## src/rtl/mem_pkg.sv

```systemverilog
`default_nettype none
// ============================================================================
// Module      : mem_pkg
// Description : Shared types and constants for the memory-stage access unit.
// Revision    : 1.0 - initial release
// ============================================================================
package mem_pkg;

    typedef enum logic [1:0] {
        S_IDLE = 2'd0,
        S_REQ  = 2'd1,
        S_WAIT = 2'd2,
        S_DONE = 2'd3
    } mem_state_t;

    localparam logic [2:0] F3_B  = 3'b000;
    localparam logic [2:0] F3_H  = 3'b001;
    localparam logic [2:0] F3_W  = 3'b010;
    localparam logic [2:0] F3_BU = 3'b100;
    localparam logic [2:0] F3_HU = 3'b101;

    localparam int CTRL_REGWRITE  = 3;
    localparam int CTRL_RESULTSRC = 1;  // low bit of the 2-bit ResultSrc field
    localparam int CTRL_MEMWRITE  = 0;

    localparam logic [1:0] RESULTSRC_LOAD = 2'b01;

    // Legal size code and natural alignment; unsigned sizes exist for loads only.
    function automatic logic f3_access_ok(input logic [2:0] f3,
                                          input logic       is_store,
                                          input logic [1:0] addr_lo);
        logic ok;
        case (f3)
            F3_B:    ok = 1'b1;
            F3_H:    ok = ~addr_lo[0];
            F3_W:    ok = (addr_lo == 2'b00);
            F3_BU:   ok = ~is_store;
            F3_HU:   ok = ~is_store & ~addr_lo[0];
            default: ok = 1'b0;
        endcase
        return ok;
    endfunction

endpackage
`default_nettype wire

```

## src/rtl/load_align.sv

```systemverilog
`default_nettype none
// ============================================================================
// Module      : load_align
// Description : Selects the addressed byte/half of a load word and extends it.
// Revision    : 1.0 - initial release
// ============================================================================
module load_align
    import mem_pkg::*;
(
    input  logic [31:0] i_rdata,
    input  logic [1:0]  i_addr_lo,
    input  logic [2:0]  i_funct3,
    output logic [31:0] o_data
);

    logic [7:0]  w_byte;
    logic [15:0] w_half;

    always_comb begin
        case (i_addr_lo)
            2'd0:    w_byte = i_rdata[7:0];
            2'd1:    w_byte = i_rdata[15:8];
            2'd2:    w_byte = i_rdata[23:16];
            default: w_byte = i_rdata[31:24];
        endcase
        w_half = i_addr_lo[1] ? i_rdata[31:16] : i_rdata[15:0];
    end

    always_comb begin
        case (i_funct3)
            F3_B:    o_data = {{24{w_byte[7]}}, w_byte};
            F3_H:    o_data = {{16{w_half[15]}}, w_half};
            F3_BU:   o_data = {24'd0, w_byte};
            F3_HU:   o_data = {16'd0, w_half};
            default: o_data = i_rdata;
        endcase
    end

endmodule
`default_nettype wire

```

## src/rtl/mem_access_unit.sv

```systemverilog
`default_nettype none
// ============================================================================
// Module      : mem_access_unit
// Description : M-stage data-memory access FSM with registered request
//               channel, load alignment and cycle-bounded timeout.
// Revision    : 1.0 - initial release
// ============================================================================
module mem_access_unit
    import mem_pkg::*;
#(
    parameter int unsigned TIMEOUT = 255
) (
    input  logic        clk,
    input  logic        rst,
    input  logic [31:0] ALUResultM,
    input  logic [31:0] WriteDataM,
    input  logic [3:0]  CtrlM,
    input  logic [2:0]  Funct3M,
    output logic        dmem_req_valid,
    input  logic        dmem_req_ready,
    output logic [31:0] dmem_addr,
    output logic        dmem_we,
    output logic [3:0]  dmem_be,
    output logic [31:0] dmem_wdata,
    input  logic        dmem_rsp_valid,
    input  logic [31:0] dmem_rdata,
    output logic [31:0] ReadDataM,
    output logic        StallM,
    output logic        FaultM
);

    localparam logic [31:0] c_TO_LAST = (TIMEOUT == 0) ? 32'd0 : 32'(TIMEOUT - 1);

    mem_state_t  r_state;
    mem_state_t  w_state_next;

    logic        r_req_valid;
    logic [31:0] r_addr;
    logic        r_we;
    logic [3:0]  r_be;
    logic [31:0] r_wdata;
    logic [1:0]  r_addr_lo;
    logic [2:0]  r_funct3;
    logic [31:0] r_rdata;
    logic [31:0] r_cnt;

    logic        w_store;
    logic        w_load;
    logic        w_access;
    logic        w_ok;
    logic        w_to_hit;
    logic        w_latch;
    logic        w_capture;
    logic        w_clear_rd;
    logic [3:0]  w_lane_be;
    logic [31:0] w_lane_wdata;
    logic [31:0] w_load_word;
    logic        w_unused_regwrite;

    assign w_store  = CtrlM[CTRL_MEMWRITE];
    assign w_load   = (CtrlM[CTRL_RESULTSRC +: 2] == RESULTSRC_LOAD);
    assign w_access = w_store | w_load;
    assign w_ok     = f3_access_ok(Funct3M, w_store, ALUResultM[1:0]);
    assign w_to_hit = (TIMEOUT != 0) && (r_cnt == c_TO_LAST);
    assign w_unused_regwrite = CtrlM[CTRL_REGWRITE];

    // Store lanes: replicate the datum so any byte enable picks the right lane.
    always_comb begin
        case (Funct3M[1:0])
            2'b00: begin
                w_lane_be    = 4'b0001 << ALUResultM[1:0];
                w_lane_wdata = {4{WriteDataM[7:0]}};
            end
            2'b01: begin
                w_lane_be    = 4'b0011 << ALUResultM[1:0];
                w_lane_wdata = {2{WriteDataM[15:0]}};
            end
            default: begin
                w_lane_be    = 4'b1111;
                w_lane_wdata = WriteDataM;
            end
        endcase
    end

    load_align u_load_align (
        .i_rdata   (dmem_rdata),
        .i_addr_lo (r_addr_lo),
        .i_funct3  (r_funct3),
        .o_data    (w_load_word)
    );

    always_ff @(posedge clk) begin
        if (rst) begin
            r_state <= S_IDLE;
        end else begin
            r_state <= w_state_next;
        end
    end

    always_comb begin
        w_state_next = r_state;
        StallM       = 1'b0;
        FaultM       = 1'b0;
        w_latch      = 1'b0;
        w_capture    = 1'b0;
        w_clear_rd   = 1'b0;
        case (r_state)
            S_IDLE: begin
                if (w_access) begin
                    if (w_ok) begin
                        StallM       = 1'b1;
                        w_latch      = 1'b1;
                        w_state_next = S_REQ;
                    end else begin
                        FaultM     = 1'b1;
                        w_clear_rd = 1'b1;
                    end
                end
            end
            S_REQ: begin
                StallM = 1'b1;
                if (r_req_valid && dmem_req_ready) begin
                    w_state_next = r_we ? S_DONE : S_WAIT;
                end else if (w_to_hit) begin
                    FaultM       = 1'b1;
                    w_clear_rd   = 1'b1;
                    w_state_next = S_DONE;
                end
            end
            S_WAIT: begin
                StallM = 1'b1;
                if (dmem_rsp_valid) begin
                    w_capture    = 1'b1;
                    w_state_next = S_DONE;
                end else if (w_to_hit) begin
                    FaultM       = 1'b1;
                    w_clear_rd   = 1'b1;
                    w_state_next = S_DONE;
                end
            end
            default: begin
                w_state_next = S_IDLE;
            end
        endcase
    end

    always_ff @(posedge clk) begin
        if (rst) begin
            r_req_valid <= 1'b0;
            r_addr      <= '0;
            r_we        <= 1'b0;
            r_be        <= '0;
            r_wdata     <= '0;
            r_addr_lo   <= '0;
            r_funct3    <= '0;
            r_rdata     <= '0;
            r_cnt       <= '0;
        end else begin
            if (w_latch) begin
                r_req_valid <= 1'b1;
                r_addr      <= {ALUResultM[31:2], 2'b00};
                r_we        <= w_store;
                r_be        <= w_store ? w_lane_be : 4'b0000;
                r_wdata     <= w_store ? w_lane_wdata : 32'd0;
                r_addr_lo   <= ALUResultM[1:0];
                r_funct3    <= Funct3M;
            end else if ((r_state == S_REQ) && (w_state_next != S_REQ)) begin
                r_req_valid <= 1'b0;
            end

            if (w_capture) begin
                r_rdata <= w_load_word;
            end else if (w_clear_rd) begin
                r_rdata <= '0;
            end

            if ((r_state == S_REQ) || (r_state == S_WAIT)) begin
                r_cnt <= r_cnt + 32'd1;
            end else begin
                r_cnt <= '0;
            end
        end
    end

    assign dmem_req_valid = r_req_valid;
    assign dmem_addr      = r_addr;
    assign dmem_we        = r_we;
    assign dmem_be        = r_be;
    assign dmem_wdata     = r_wdata;
    assign ReadDataM      = r_rdata;

endmodule
`default_nettype wire

```

## config.mk

```make
export PLATFORM = sky130hd
export DESIGN_NAME = mem_access_unit
export DESIGN_NICKNAME = d
export VERILOG_FILES = /design/src/rtl/mem_pkg.sv /design/src/rtl/load_align.sv /design/src/rtl/mem_access_unit.sv
export SDC_FILE = /design/constraint.sdc
export NUM_CORES = 1
export LEC_CHECK = 0
export BUFFER_PORTS_ARGS = -buffer_cell sky130_fd_sc_hd__buf_2
export CORE_MARGIN = 2
export CORE_UTILIZATION = 40
export CTS_CLUSTER_DIAMETER = 100
export DETAILED_ROUTE_END_ITERATION = 8
export GPL_ROUTABILITY_DRIVEN = 0
export PLACE_DENSITY = 0.73
export SETUP_SLACK_MARGIN = 0.02
export SLEW_MARGIN = 10
export SYNTH_ARGS = -nofsm -noshare
export SYNTH_HDL_FRONTEND = slang
export SYNTH_SLANG_ARGS = --single-unit
```

## constraint.sdc

```tcl
create_clock -name clk -period 2.7 [get_ports clk]
set_input_delay 0.27 -clock clk [delete_from_list [all_inputs] [get_ports clk]]
set_output_delay 0.27 -clock clk [all_outputs]
set_load 0.005 [all_outputs]
```

# Word-level counts from Yosys, hierarchy flattened
# Cells that the tools add are included.
# word_totals
ff_bits,139
mem_count,0
mem_bits_rw,0
romBits,0
wordCells,77
latch_bits,0
out_inout_bits,104
# op_classes
muxes,31
reduce_logical,13
shifts,2
addsub,1
n_bitwise,5
eq_ne,15
n_mul,0
div,0
order_cmp,0
# ops
cell,count
one-hot mux 32 bit (4 select lines),1
two-way mux 32 bit,3
one-hot mux 32 bit (2 select lines),1
"adder 32 x 1 -> 32 bit, second input constant",1
"== test 32 x 8 -> 1 bit, second input constant",1
one-hot mux 8 bit (3 select lines),1
two-way mux 16 bit,1
two-way mux 1 bit,13
"== test 3 bit, second input constant",4
two-way mux 2 bit,5
"== test 2 x 1 -> 1 bit, second input constant",4
zero test 2 bit,4
one-hot mux 4 bit (2 select lines),1
"== test 3 x 1 -> 1 bit, second input constant",2
zero test 3 bit,2
one-hot mux 2 bit (3 select lines),1
one-hot mux 1 bit (5 select lines),1
"== test 2 bit, second input constant",2
two-way mux 4 bit,1
nonzero test 2 bit,2
OR reduction 2 bit,2
"<< shifter 1 x 2 -> 4 bit, first input constant",1
"<< shifter 2 x 2 -> 4 bit, first input constant",1
"== test 3 x 2 -> 1 bit, second input constant",1
other kinds (8),11

# Depth between registers and ports, before layout
# depth
ltp_word,10
ltp_mapped,8
depth_no_buf,7

# Modules after synthesis
# Synthesis repeated with hierarchy kept, for this count alone.
# unflattened
hier_cells,855
area_unflattened_um2,6508.7
# by_module_without_submodules
mod,area_per_inst_um2,cells_each,n_inst
mem_access_unit,5785.5,724,1
load_align,723.2,131,1

# Least setup slack after synthesis
# No wires, ideal clock.
# synth_path
path_kind,flip-flop to flip-flop
startpoint,register r_addr_lo[1]
endpoint,register r_rdata[21] (netlist: ReadDataM[21])
arrival_time_ns,1.717
setup_slack_ns,0.866
synth_period_minus_slack_ns,1.834
n_path_buf,2
setup_time_ns,0.117
t_required_ns,2.583
stages_incl_launch_ff,8
path_cell_list,dfxtp_1 > buf_6 > mux4_2 > a21oi_4 > o21a_1 > nor2_2 > buf_6 > a22o_1
# synth_between
elab_chain_len,4
# synth_rtl
item,line_no,text
start: declaration,mem_access_unit.sv:42,logic [1:0] r_addr_lo;
start signal: assignment,mem_access_unit.sv:165,r_addr_lo <= ALUResultM[1:0];
== test 2 bit (tied with other cells),load_align.sv:20,case (i_addr_lo)
one-hot mux 8 bit (3 select lines),load_align.sv:20,
one-hot mux 32 bit (4 select lines) *,load_align.sv:30,case (i_funct3)
two-way mux 32 bit *,mem_access_unit.sv:171,if (w_capture) begin
end signal: assignment,mem_access_unit.sv:172,r_rdata <= w_load_word;
end: declaration,mem_access_unit.sv:44,logic [31:0] r_rdata;
# Every way passes the cells marked *; elsewhere a longest branch is shown, timed or not.
# A chain may end at the register's enable or synchronous reset.

# Final worst setup path
# layout_path
startpoint,register r_cnt[2]
endpoint,output port FaultM
# layout_between
elab_chain_len,4
# layout_rtl
item,line_no,text
start: declaration,mem_access_unit.sv:45,logic [31:0] r_cnt;
start signal: assignment,mem_access_unit.sv:178,r_cnt <= r_cnt + 32'd1;
== test 32 x 8 -> 1 bit *,mem_access_unit.sv:64,assign w_to_hit = (TIMEOUT != 0) && (r_cnt == c_TO_LAST);
two-way mux 1 bit *,"mem_access_unit.sv:124, mem_access_unit.sv:135",
two-way mux 1 bit (on tied branches),"mem_access_unit.sv:132, mem_access_unit.sv:122",
one-hot mux 1 bit (3 select lines) *,mem_access_unit.sv:107,case (r_state)
end: declaration,mem_access_unit.sv:29,output logic FaultM
# Marked as above.

==> flow_metrics.tcl <==
set metrics [dict create \
    initial_core_util_pct 40.44 \
    area_delta_synth_final_pct 28.16 \
    synth_edf_count 0 \
    critPathTopFamily "simple AND/OR/NAND/NOR gates" \
    required_ps 2430 \
    run_status "finished, final reports clean" \
    relSlewSlack_pct 47.60 \
    rsz0062_at_grt "false" \
    hold_buffers 0 \
    ir_drop_mv 0.4497 \
    antennaDiodeCount 0 \
    synth_top_family_by_area "simple AND/OR/NAND/NOR gates" \
    grt_overflow 0 \
    critPathMaxFanout 5 \
    portBuffers 207 \
    worstMarginPinSlew_ps 785.0 \
    hold_viol_final 0 \
    cts_resized 0 \
    yosysWarnings 0 \
    end_kind "output port" \
    via_count 5909 \
    mostFrequentLayoutCells "buf_2, nand2_1, dfxtp_1" \
    cts-buffers-inserted 17 \
    start_kind "flip-flop" \
    die_h_microns 130.0 \
    min_period_over_period_pct 87.70 \
    remaining_drc_errors 0 \
    multiInputGateArea_sq_um 3191 \
    cts_tree "done" \
    fin_util_pct 51.82 \
    vias_per_cell 5.012 \
    cp_common_cell "nor2_1" \
    drtPass1Iterations 4 \
    grt_pass1_vias 5424 \
    max_stage_delay_ps 440 \
    crit_chain "nor4bb_1 -> nand4_1 -> nor3_2 -> nor2_1 -> nor2_1 -> buf_2" \
    grt_start_max_net_pins 48 \
    syn_area_sq_um 6354 \
    cp_num_buf_inv 1 \
    p_leak_nw 3.412 \
    clk_path_buf_depth 2 \
    synth_seq_cells 139 \
    synth_xor_area_share_pct 3.860 \
    layout_commonest_cell "buf_2" \
    crit_arrival_ps 2100 \
    fin_skew_ps 8.662 \
    synth_compound_area_share_pct 16.72 \
    p_total_w 0.005152 \
    synthSimpleGateAreaFrac_pct 22.15 \
    crit_slowest_cell "nor4bb_1" \
    rows 46 \
    maxCapViolCount 0 \
    r2r_slack_ps 550 \
    drt-initial-drc-count 363 \
    wire_per_inst_microns 14.49 \
    cts_htree_levels 4 \
    syn_inst 767 \
    hp-class "primary input to flip-flop" \
    crit_type "flip-flop to output port" \
    coreArea_sq_um 15710 \
    grt_antenna_before_repair 0 \
    synth_fa_ha_area_share_pct 1.182 \
    num-fill-cells 1559 \
    cts_root_buf "clkbuf_16" \
    cts.clk_slew.worst_paths_ps 60 \
    wl_microns 17080 \
    async_flop_share_pct 0 \
    dieArea_sq_um 16910 \
    setup-violations-final 0 \
    clock_latency_ps 410 \
    slew_violations 0 \
    post-cts-setup-buffers 0 \
    nets 1063 \
    track_usage_pct 19.79 \
    grt_pass1_wl_microns 26760 \
    synth_area_per_cell_sq_um 8.284 \
    die_w_microns 130.0 \
    ff_latch_area_sq_um 2783 \
    hpwlAfterDp_microns 12210 \
    synth_ff_type "dfxtp_1" \
    drtAntennaViolNets 0 \
    drive_gt1_share_pct 30.53 \
    max_freq_mhz 422.3 \
    synth_cell_type_count 59 \
    min_period_ps 2368 \
    fin_setup_tns_ps 0 \
    yosysSeqAreaShare_pct 43.80 \
    io_pins 211 \
    muxShareOfSynthArea_pct 6.026 \
    cts_sinks 139 \
    powerDensity_nw_per_um2 632.7 \
]
## path summary, 6_finish.rpt
path	start	depth (start not counted)	end
max reg2reg	r_state[0]	7	dmem_wdata[24]
min	ALUResultM[4]	3	dmem_addr[4]
max	r_cnt[2]	6	FaultM
min reg2reg	ReadDataM[10]	1	ReadDataM[10]
## area by class of cell
cell class              count  share of cell area [%]
clock buffers              21                   5.900
clock inverters            11                   1.736
inverters                  31                   1.429
multi-input cells         539                   39.18
flip-flops and latches    139                   34.17
well taps                 216                   3.319
repair buffers            222                   14.26
## per-stage QoR
stage / hold slack [ps] / cells / area [sq um] / setup WS [ps]
3_5_place_dp: 441.6 / 1147 / 7521 / 562.0
2_1_floorplan: 406.0 / 768 / 6357 / 866.3
5_1_grt: 88.11 / 1179 / 8143 / 190.5
3_3_place_gp: 431.7 / 1147 / 7521 / 611.0
6_report: 92.40 / 1179 / 8143 / 332.2
4_1_cts: 69.14 / 1179 / 8143 / 329.1
## registers in the layout, summed over array words and instances, names as in the netlist
| name | cells |
|---|---|
| r_funct3 | 3 |
| dmem_we | 1 |
| ReadDataM | 32 |
| r_cnt | 32 |
| dmem_wdata | 32 |
| r_addr_lo | 2 |
| r_state | 2 |
| dmem_addr | 30 |
| dmem_req_valid | 1 |
| dmem_be | 4 |
## routing by layer
metal  GRT usage, %  share of wire (%)
met5              0                  0
met2          32.71                 48
met4          7.653                1.8
met3          4.551                4.8
met1          25.16                 45
## cell families after synthesis
kind of cell,Yosys count
and+or+nand+nor,304
muxes,34
buffers and inverters,90
AOI/OAI and AO/OA,165
xor gates and xnor gates,28
DFF,139
other,1
adders and majority gates,6
## where the power goes
group / switching, W / internal (W)
Sequential: 0.0000414 / 0.00211
Combinational: 0.000334 / 0.000238
Clock: 0.000878 / 0.00155
Total: 0.00125 / 0.00390
## synth_stat cells (8+ instances only)
cell,n,share of area [%]
inv_1,31,1.8
a21oi_1,82,6.5
nand2_1,142,8.4
nand3_1,43,3.4
o21ai_0,13,1.0
clkbuf_1,32,1.9
nor3_1,9,0.71
mux2i_1,9,1.4
a221oi_1,8,1.1
a21o_1,8,0.95
a22o_1,16,2.2
nand2b_1,14,1.4
dfxtp_1,139,44
mux2_2,24,4.3
xnor2_1,22,3.0
nor4_1,11,1.1
buf_2,18,1.4
nor2_1,53,3.1
## worst reg2reg max path, cell delays in order, from the launching register on
cell and delay [ps]:
dfxtp_1 390, inv_1 100, ha_1 240, o21ai_0 200
nand2b_2 540, buf_4 390, nand2_1 90, a21oi_1 140
Note: power is estimated with default switching activity, not from simulation.
